`src/rtl/loop_sched_pkg.sv`:
```
// Shared types and default widths for the modulo-scheduled loop controller.
// Nothing here depends on LOOP_SCHED_STALL_EN.
package loop_sched_pkg;

    localparam int LCWIDTH  = 16;
    localparam int IIWIDTH  = 8;
    localparam int ESCWIDTH = 4;

    typedef enum logic [1:0] {
        IDLE     = 2'd0,
        KERNEL   = 2'd1,
        EPILOGUE = 2'd2,
        DONE     = 2'd3
    } state_t;

endpackage

```
`src/rtl/loop_sched_if.sv`:
```
// Control and brf-side signal bundle for loop_sched, plus the FSM state for observation.
// LOOP_SCHED_STALL_EN adds the stall input.
interface loop_sched_if import loop_sched_pkg::*; #(
    parameter int LCWIDTH  = loop_sched_pkg::LCWIDTH,
    parameter int IIWIDTH  = loop_sched_pkg::IIWIDTH,
    parameter int ESCWIDTH = loop_sched_pkg::ESCWIDTH
) ();
    // start is a level sampled only in IDLE (no queuing); done is a one-cycle pulse.
    // brf_p, brf_lc_out and brf_lc_enable are only looked at on a cycle where brf_enable is high.
    logic                start;
    logic [LCWIDTH-1:0]  trip_count;
    logic [IIWIDTH-1:0]  ii;
    logic [ESCWIDTH-1:0] esc;
    logic                busy;
    logic                done;
    logic                iter_start;
    logic                brf_op;
    logic                brf_enable;
    logic                brf_running;
    logic [LCWIDTH-1:0]  brf_lc;
    logic                brf_p;
    logic [LCWIDTH-1:0]  brf_lc_out;
    logic                brf_lc_enable;
    state_t              state;
`ifdef LOOP_SCHED_STALL_EN
    logic                stall;
`endif

    modport master (
        output start, trip_count, ii, esc, brf_p, brf_lc_out, brf_lc_enable,
`ifdef LOOP_SCHED_STALL_EN
        output stall,
`endif
        input  busy, done, iter_start, brf_op, brf_enable, brf_running, brf_lc, state
    );

    modport slave (
        input  start, trip_count, ii, esc, brf_p, brf_lc_out, brf_lc_enable,
`ifdef LOOP_SCHED_STALL_EN
        input  stall,
`endif
        output busy, done, iter_start, brf_op, brf_enable, brf_running, brf_lc, state
    );

endinterface

```
`src/rtl/loop_sched_ii_cnt.sv`:
```
// Wrapping initiation-interval window counter: counts 0..ii_reg-1, flags first and last cycle.
// clear forces zero, hold freezes the count.
module loop_sched_ii_cnt import loop_sched_pkg::*; #(
    parameter int IIWIDTH = loop_sched_pkg::IIWIDTH
) (
    input  logic               clk,
    input  logic               reset_n,
    input  logic               clear,
    input  logic               hold,
    input  logic [IIWIDTH-1:0] ii_reg,
    output logic               first,
    output logic               last
);
    logic [IIWIDTH-1:0] cnt;

    assign first = (cnt == '0);
    assign last  = (cnt == ii_reg - 1'b1);

    always_ff @(posedge clk) begin
        if (!reset_n || clear) begin
            cnt <= '0;
        end else if (!hold) begin
            cnt <= last ? '0 : cnt + 1'b1;
        end
    end

endmodule

```
`src/rtl/loop_sched.sv`:
```
// Modulo-scheduled loop controller driving one brf macrocell: kernel, epilogue drain, done pulse.
// Optional LOOP_SCHED_STALL_EN adds a stall input that freezes the active window.
module loop_sched import loop_sched_pkg::*; #(
    parameter int LCWIDTH  = loop_sched_pkg::LCWIDTH,
    parameter int IIWIDTH  = loop_sched_pkg::IIWIDTH,
    parameter int ESCWIDTH = loop_sched_pkg::ESCWIDTH
) (
    input  logic       clk,
    input  logic       reset_n,
    loop_sched_if.slave bus
);
    state_t              state, state_nxt;
    logic [IIWIDTH-1:0]  ii_reg, ii_reg_nxt;
    logic [ESCWIDTH-1:0] esc_cnt, esc_cnt_nxt;
    logic [LCWIDTH-1:0]  brf_lc, brf_lc_nxt;
    logic                active;
    logic                stall_act;
    logic                win_first;
    logic                win_last;
    logic                op;

    assign active = (state == KERNEL) || (state == EPILOGUE);

`ifdef LOOP_SCHED_STALL_EN
    assign stall_act = active && bus.stall;
`else
    assign stall_act = 1'b0;
`endif

    // The counter sits at zero outside the loop, so KERNEL always opens on window cycle 0.
    loop_sched_ii_cnt #(.IIWIDTH(IIWIDTH)) u_ii_cnt (
        .clk     (clk),
        .reset_n (reset_n),
        .clear   (!active),
        .hold    (stall_act),
        .ii_reg  (ii_reg),
        .first   (win_first),
        .last    (win_last)
    );

    always_ff @(posedge clk) begin
        if (!reset_n) begin
            state   <= IDLE;
            ii_reg  <= IIWIDTH'(1);
            esc_cnt <= '0;
            brf_lc  <= '0;
        end else begin
            state   <= state_nxt;
            ii_reg  <= ii_reg_nxt;
            esc_cnt <= esc_cnt_nxt;
            brf_lc  <= brf_lc_nxt;
        end
    end

    assign op = (state == KERNEL) && win_last && !stall_act;

    always_comb begin
        state_nxt       = state;
        ii_reg_nxt      = ii_reg;
        esc_cnt_nxt     = esc_cnt;
        brf_lc_nxt      = brf_lc;
        bus.busy        = 1'b0;
        bus.done        = 1'b0;
        bus.iter_start  = 1'b0;
        bus.brf_op      = 1'b0;
        bus.brf_enable  = 1'b0;
        bus.brf_running = 1'b0;
        case (state)
            IDLE: begin
                if (bus.start) begin
                    if (bus.trip_count == '0) begin
                        state_nxt = DONE;
                    end else begin
                        state_nxt   = KERNEL;
                        ii_reg_nxt  = (bus.ii == '0) ? IIWIDTH'(1) : bus.ii;
                        brf_lc_nxt  = bus.trip_count - 1'b1;
                        esc_cnt_nxt = bus.esc;
                    end
                end
            end
            KERNEL: begin
                bus.busy        = 1'b1;
                bus.brf_running = 1'b1;
                bus.iter_start  = win_first && !stall_act;
                bus.brf_op      = op;
                bus.brf_enable  = op;
                if (op) begin
                    if (bus.brf_lc_enable) brf_lc_nxt = bus.brf_lc_out;
                    if (!bus.brf_p) state_nxt = (esc_cnt == '0) ? DONE : EPILOGUE;
                end
            end
            EPILOGUE: begin
                bus.busy       = 1'b1;
                bus.iter_start = win_first && !stall_act;
                if (win_last && !stall_act) begin
                    if (esc_cnt == ESCWIDTH'(1)) state_nxt = DONE;
                    else esc_cnt_nxt = esc_cnt - 1'b1;
                end
            end
            DONE: begin
                bus.done  = 1'b1;
                state_nxt = IDLE;
            end
            default: state_nxt = IDLE;
        endcase
    end

    assign bus.brf_lc = brf_lc;
    assign bus.state  = state;

endmodule

```
`src/flat_wrapper.sv`:
```
// flat-port wrapper written by rule: the top's interface ports become plain ports
module loop_sched_flat import loop_sched_pkg::*;
#(
    parameter int LCWIDTH  = loop_sched_pkg::LCWIDTH,
    parameter int IIWIDTH  = loop_sched_pkg::IIWIDTH,
    parameter int ESCWIDTH = loop_sched_pkg::ESCWIDTH
)
  (clk, reset_n, bus_start, bus_trip_count, bus_ii, bus_esc, bus_brf_p, bus_brf_lc_out, bus_brf_lc_enable, bus_busy, bus_done, bus_iter_start, bus_brf_op, bus_brf_enable, bus_brf_running, bus_brf_lc, bus_state);
  loop_sched_if #(.LCWIDTH(LCWIDTH), .IIWIDTH(IIWIDTH), .ESCWIDTH(ESCWIDTH)) bus_i ();
  input  logic clk;
  input  logic reset_n;
  input wire logic [$bits(bus_i.start)-1:0] bus_start;
  input wire logic [$bits(bus_i.trip_count)-1:0] bus_trip_count;
  input wire logic [$bits(bus_i.ii)-1:0] bus_ii;
  input wire logic [$bits(bus_i.esc)-1:0] bus_esc;
  input wire logic [$bits(bus_i.brf_p)-1:0] bus_brf_p;
  input wire logic [$bits(bus_i.brf_lc_out)-1:0] bus_brf_lc_out;
  input wire logic [$bits(bus_i.brf_lc_enable)-1:0] bus_brf_lc_enable;
  output wire logic [$bits(bus_i.busy)-1:0] bus_busy;
  output wire logic [$bits(bus_i.done)-1:0] bus_done;
  output wire logic [$bits(bus_i.iter_start)-1:0] bus_iter_start;
  output wire logic [$bits(bus_i.brf_op)-1:0] bus_brf_op;
  output wire logic [$bits(bus_i.brf_enable)-1:0] bus_brf_enable;
  output wire logic [$bits(bus_i.brf_running)-1:0] bus_brf_running;
  output wire logic [$bits(bus_i.brf_lc)-1:0] bus_brf_lc;
  output wire logic [$bits(bus_i.state)-1:0] bus_state;
  assign bus_i.start = bus_start;
  assign bus_i.trip_count = bus_trip_count;
  assign bus_i.ii = bus_ii;
  assign bus_i.esc = bus_esc;
  assign bus_i.brf_p = bus_brf_p;
  assign bus_i.brf_lc_out = bus_brf_lc_out;
  assign bus_i.brf_lc_enable = bus_brf_lc_enable;
  assign bus_busy = bus_i.busy;
  assign bus_done = bus_i.done;
  assign bus_iter_start = bus_i.iter_start;
  assign bus_brf_op = bus_i.brf_op;
  assign bus_brf_enable = bus_i.brf_enable;
  assign bus_brf_running = bus_i.brf_running;
  assign bus_brf_lc = bus_i.brf_lc;
  assign bus_state = bus_i.state;
  loop_sched #(.LCWIDTH(LCWIDTH), .IIWIDTH(IIWIDTH), .ESCWIDTH(ESCWIDTH)) u_core (.clk(clk), .reset_n(reset_n), .bus(bus_i));
endmodule
```
`config.mk`:
```
export PLATFORM = sky130hd
export DESIGN_NAME = loop_sched_flat
export DESIGN_NICKNAME = d
export VERILOG_FILES = /design/src/rtl/loop_sched_pkg.sv /design/src/rtl/loop_sched_if.sv /design/src/rtl/loop_sched_ii_cnt.sv /design/src/rtl/loop_sched.sv /design/src/flat_wrapper.sv
export SDC_FILE = /design/constraint.sdc
export NUM_CORES = 1
export LEC_CHECK = 0
export ABC_CLOCK_PERIOD_IN_PS = 4000
export CAP_MARGIN = 40
export CORE_MARGIN = 8
export CORE_UTILIZATION = 49
export CTS_CLUSTER_DIAMETER = 60
export DETAILED_ROUTE_END_ITERATION = 7
export PLACE_DENSITY = 0.85
export SLEW_MARGIN = 10
export SYNTH_ARGS = -nofsm -noshare
export SYNTH_HDL_FRONTEND = slang
export SYNTH_HIERARCHICAL = 1
export SYNTH_SLANG_ARGS = --single-unit
```
`constraint.sdc`:
```
create_clock -name clk -period 4 [get_ports clk]
set_input_delay 1 -clock clk [delete_from_list [all_inputs] [get_ports clk]]
set_output_delay 1 -clock clk [all_outputs]
set_load 0.1 [all_outputs]
```
==> results.cfg, run 1 <==
[run_status]
outcome = finished, final reports clean

[pwr]
ir_drop_uv = 674
p_leak_nw = 1.46
p_int_mw = 1.37
combPwrFrac = 0.712
p_sw_frac = 0.543
p_sw_mw = 1.62
clkPwrFrac = 0.093
power_density_nw_per_um2 = 785
p_seq_frac = 0.194

[routing]
dr_total_vias = 2786
wl_per_cell_um = 16.7
drt_wl_total_um = 8000
drc_errors = 0
drt_pass1_iterations = 5
drt_iter0_markers = 174
viasPerCell = 5.80
ant_nets = 0

[timing]
max_freq_mhz = 265
setup_viol_count_final = 0
fin_ws_ns = 0.227
rsz0062_at_grt = false
tns_ns = 0
period_share = 0.943
slew_violations = 0
relSlewSlack = 0.461
min_period_ns = 3.77
tightestPinTransition_ns = 0.802
hold_violations = 0
clock_skew_ns = 0.0112

[logic_synthesis]
ys_top_cells_by_area = dfxtp_1 29%, ha_1 5.7%, nor2_1 4.1%
yosys_warnings = 6
synth_edf_count = 0
netlist_area_um2 = 2630
ys_seq_area_frac = 0.289
synth_ff_type = dfxtp_1
synth.most_common_cell = dfxtp_1
avgSynthCellArea_um2 = 8.18
syn_inst = 322
yosys-top-cells-count = 38 x dfxtp_1, 29 x nor2_1, 21 x a21oi_1
synth.largest_area_cell = dfxtp_1
synth_seq_cells = 38
synth_top_area_share = 0.289
async_flop_share = 0
yosysUniqueCellTypes = 54

[setup_path]
r2r_slack_ns = 0.64
crit_path_max_incr_delay_ns = 0.54
reg2reg_from = u_core/ii_reg[0]
worstRegToRegCells = 11
critPathCaptureType = output port
path_cells = inv_1 -> ha_1 -> xor2_1 -> o211ai_1 -> or4b_4 -> nor3_2 -> and2_2 -> buf_12
crit_type = reg2out
cp_data_arrival_time_ns = 2.77
start_kind = flop
r2r-end = u_core/bus.brf_lc[10]
required_ns = 3.00
crit_path_top_delay_cell = or4b_4
crit_end = bus_brf_op
crit_fanout = 6
startpoint = u_core/ii_reg[0]

[cells_and_area]
nFillCells = 409
area_delta_synth_final_pct = 44.6
largest_reg_flops = 16
drive_gt1_frac = 0.127
n_antenna_cell = 0
nets = 470

[cts]
cts_tree = built
htree_levels = 2
clkLatencyLatePin_ns = 0.30
clkSinkCount = 38
cts-buffers-inserted = 5
clock_path_buffers = 2
postCtsSetupBuffers = 0
path_clk_slew_ns = 0.08
root_buffer = clkbuf_8

[global_routing]
grt.overflow.total = 0
grt_pass1_wl_um = 13200
antenna_found_initial = 0
grt.total_usage = 0.211
grt_max_degree = 28
grt_pass1_vias = 2770

[place]
io_buffers = 72
post-place-ws_ns = 0.374
place_hpwl_um = 6150
place.gp.congestion = 0.897

[min_path]
hold_class = reg2reg
holdCritStartpoint = u_core/esc_cnt[1]

[floorplan]
pin_count = 73
initial_utilization = 0.512
dieArea_um2 = 7970
die_h_um = 89.3
rows = 26
die_w_um = 89.3
coreArea_um2 = 5140

[flow_run]
cap_violations = 0
[layout by cell type, fill, tap and decap left out, types with 8 or more instances in the layout]
cell type,count
mux2i_1,8
nand4_1,10
ha_1,11
inv_1,19
dfxtp_1,38
a21oi_1,21
o21ai_0,19
o31ai_1,10
nor2_1,29
clkdlybuf4s50_1,66
buf_8,15
nand2_1,18
nor3_1,9
xor2_1,12
xnor2_1,9
nand3_1,12
[through the flow]
stage	hold slack [ns]	utilization	cells	total power [mW]	instance area (um^2)
global placement	0.462	0.661	454	2.40	3400
floorplan	0.451	-	326	2.02	2650
detailed placement	0.472	0.721	472	2.70	3710
finish	0.481	0.741	480	2.99	3810
global route	0.500	0.741	480	3.15	3810
CTS	0.487	0.740	480	2.98	3800
[critical path: cells and delay by family (launching register included)]
kind	cells	cell delay [ns]
fa+ha+maj	1	0.32
compound gates	1	0.11
simple gates	3	1.10
xor+xnor	1	0.16
flops	1	0.48
buf+inv	2	0.30
[power groups by stage]
stage	combinational, mW	clock, mW	sequential, mW
after floorplan	0.947	0	1.07
after global placement	1.81	0	0.583
after detailed placement	2.11	0	0.587
after CTS	2.12	0.282	0.581
after global routing	2.25	0.303	0.594
final	2.13	0.279	0.581
[per-layer routing]
layer	GRT usage	vias up	wire (um)
met5	0	-	0
met4	0.0785	0	215
met3	0.0533	23	491
met2	0.374	93	4060
met1	0.236	1318	3230
li1	-	1352	-
[kinds of logic after synthesis]
group,synth area share
and+or+nand+nor,0.239
AOI/OAI and AO/OA,0.245
DFF,0.289
buffers and inverters,0.0627
xor gates and xnor gates,0.0760
adders and majority gates,0.0570
muxes,0.0304
other,0.00142
[final cells by class]
class	instances	area (um^2)	share of cell area
multi-input cells	252	1730	0.455
repair buffers	93	1060	0.279
flip-flops and latches	38	761	0.200
well taps	70	87.6	0.0230
clock buffers	6	82.6	0.0217
inverters	19	71.3	0.0187
clock inverters	2	12.5	0.00329
[worst min path at each step]
stage / endpoint / slack (ns) / cells after the start
floorplan: u_core/esc_cnt[1] / 0.45 / 2
global placement: u_core/bus.brf_lc[1] / 0.46 / 2
global route: u_core/bus.brf_lc[5] / 0.50 / 2
CTS: u_core/esc_cnt[1] / 0.49 / 2
finish: u_core/esc_cnt[1] / 0.48 / 2
detailed placement: u_core/bus.brf_lc[5] / 0.47 / 2
[what timing repair did]
action,in CTS,in global routing
hold buffers,0,0
endpoints found under the hold margin,0,0
setup endpoints to repair,0,2
resized for setup,0,1
(Power assumes the default switching activity.)
==> run 2: changes to the inputs <==
CORE_MARGIN = 1.5   (was 8)
==> run 2 against run 1 <==
  * First-iteration DRC count grew 2.9%
  * Design area grew 1.1%
  * Combinational power hardly changed
  * Cell count is 0.21% higher
  * Routed wire length fell by 4.2%
  * Sequential power hardly changed
  * Maximum frequency hardly changed
  * Utilization grew 0.78 points
  * Largest cell class unchanged
  * Largest power group unchanged
  * Highest routed layer unchanged
==> results.cfg, run 2 (synthesis gave the netlist of run 1 again) <==
[cts]
htree_levels = 2
holdBufCountCts = 0
path_clk_slew_ns = 0.07
cts_tree = built
clock_path_buffers = 2
root_buffer = clkbuf_8
clkSinkCount = 38
cts-buffers-inserted = 5
clkLatencyLatePin_ns = 0.30
postCtsSetupBuffers = 0

[pwr]
p_seq_frac = 0.186
power_density_nw_per_um2 = 808
p_sw_mw = 1.63
ir_drop_uv = 700
total_power_mw = 3.11
p_leak_nw = 1.48
p_int_mw = 1.48
clkPwrFrac = 0.131
p_sw_frac = 0.525
combPwrFrac = 0.683

[routing]
drt_iter0_markers = 179
dr_total_vias = 2794
drt_wl_total_um = 7660
drc_errors = 0
viasPerCell = 5.81
wl_per_cell_um = 15.9
ant_nets = 0
drt_pass1_iterations = 5

[floorplan]
dieArea_um2 = 5820
coreArea_um2 = 5140
die_h_um = 76.3
die_w_um = 76.3
pin_count = 73
rows = 26
initial_utilization = 0.512

[setup_path]
reg2reg_from = u_core/ii_reg[0]
r2r_slack_ns = 0.65
r2r-end = u_core/bus.brf_lc[3]
required_ns = 3.00
start_kind = flop
critPathCaptureType = output port
crit_type = reg2out
crit_fanout = 6
worstRegToRegCells = 11
cp_data_arrival_time_ns = 2.77

[global_routing]
grt_util_met1 = 0.314
grtUsageMet2 = 0.469
grt.overflow.total = 0
met3_usage = 0.0467
grt_max_degree = 28
antenna_found_initial = 0
grt_pass1_wl_um = 12700
grt.total_usage = 0.266
grt_pass1_vias = 2766
grt.busiest_layer = met2

[timing]
setup_viol_count_final = 0
relSlewSlack = 0.408
clock_skew_ns = 0.00804
hold_violations = 0
tns_ns = 0
tightestPinTransition_ns = 0.881
max_freq_mhz = 265
rsz0062_at_grt = false
slew_violations = 0
period_share = 0.942
min_period_ns = 3.77

[run_status]
outcome = finished, final reports clean

[cells_and_area]
nFillCells = 396
nets = 471
final_common_cell = clkdlybuf4s50_1
n_antenna_cell = 0
largest_reg_flops = 16
drive_gt1_frac = 0.127
finalCoreUtilization = 0.749
area_delta_synth_final_pct = 46.2
final_cell_mix = 67 x clkdlybuf4s50_1, 38 x dfxtp_1, 29 x nor2_1

[place]
io_buffers = 72
place.gp.congestion = 0.856
place_hpwl_um = 5810

[min_path]
hold_class = reg2reg
hold_depth = 2
holdCritStartpoint = u_core/bus.brf_lc[9]
whs_endpoint = u_core/bus.brf_lc[9]

[flow_run]
cap_violations = 0
-- run 2: power by group through the flow --
stage          Clock, mW  Combinational (mW)  Sequential (mW)
2_1_floorplan          0               0.947             1.07
3_3_place_gp           0                1.81            0.582
3_5_place_dp           0                2.09            0.585
4_1_cts            0.409                2.10            0.578
5_1_grt            0.426                2.23            0.593
6_report           0.406                2.12            0.579
-- run 2: area by class of cell --
type | count | area [um^2] | area share
multi-input cells | 252 | 1730 | 0.450
repair buffers | 94 | 1050 | 0.274
flip-flops and latches | 38 | 761 | 0.198
well taps | 70 | 87.6 | 0.0228
clock buffers | 6 | 82.6 | 0.0215
inverters | 19 | 71.3 | 0.0185
clock inverters | 2 | 60.1 | 0.0156
-- run 2: worst max-delay path by stage --
stage | start | depth (start not counted) | to | slack [ns]
final | u_core/ii_reg[0] | 8 | bus_brf_op | 0.23
after global routing | u_core/ii_reg[0] | 8 | bus_brf_op | 0.08
after CTS | u_core/ii_reg[0] | 8 | bus_brf_op | 0.12
after detailed placement | bus_trip_count[0] | 8 | u_core/ii_reg[4] | 0.38
after global placement | bus_trip_count[0] | 8 | u_core/bus.brf_lc[5] | 0.46
after floorplan | u_core/bus.state[0] | 4 | bus_brf_op | 0.16
-- run 2: stage by stage --
stage                     hold slack (ns)  area, um^2  cells  setup slack [ns]
after floorplan                     0.451        2650    326             0.162
after global placement              0.462        3400    454             0.465
after detailed placement            0.466        3700    473             0.379
after CTS                           0.480        3840    481             0.124
after global routing                0.502        3850    481            0.0824
final                               0.478        3850    481             0.230
-- run 2: what timing repair did --
action	4_1_cts	5_1_grt
setup endpoints to repair	0	2
resized for setup	0	1
hold endpoints to repair	0	0
-- run 2: worst max-delay path, cell delays in order, from the launching register on --
cell and delay (ns):
dfxtp_1 0.47, inv_1 0.09, ha_1 0.30, nand2b_1 0.13
a22oi_1 0.09, o31ai_1 0.76, nor3_2 0.17, and2_2 0.30
buf_12 0.18
-- run 2: routing by layer --
| metal | vias to the layer above | wire length (um) |
|---|---|---|
| met3 | 23 | 346 |
| met1 | 1324 | 3140 |
| li1 | 1354 | - |
| met4 | 0 | 196 |
| met2 | 93 | 3980 |
| met5 | - | 0 |
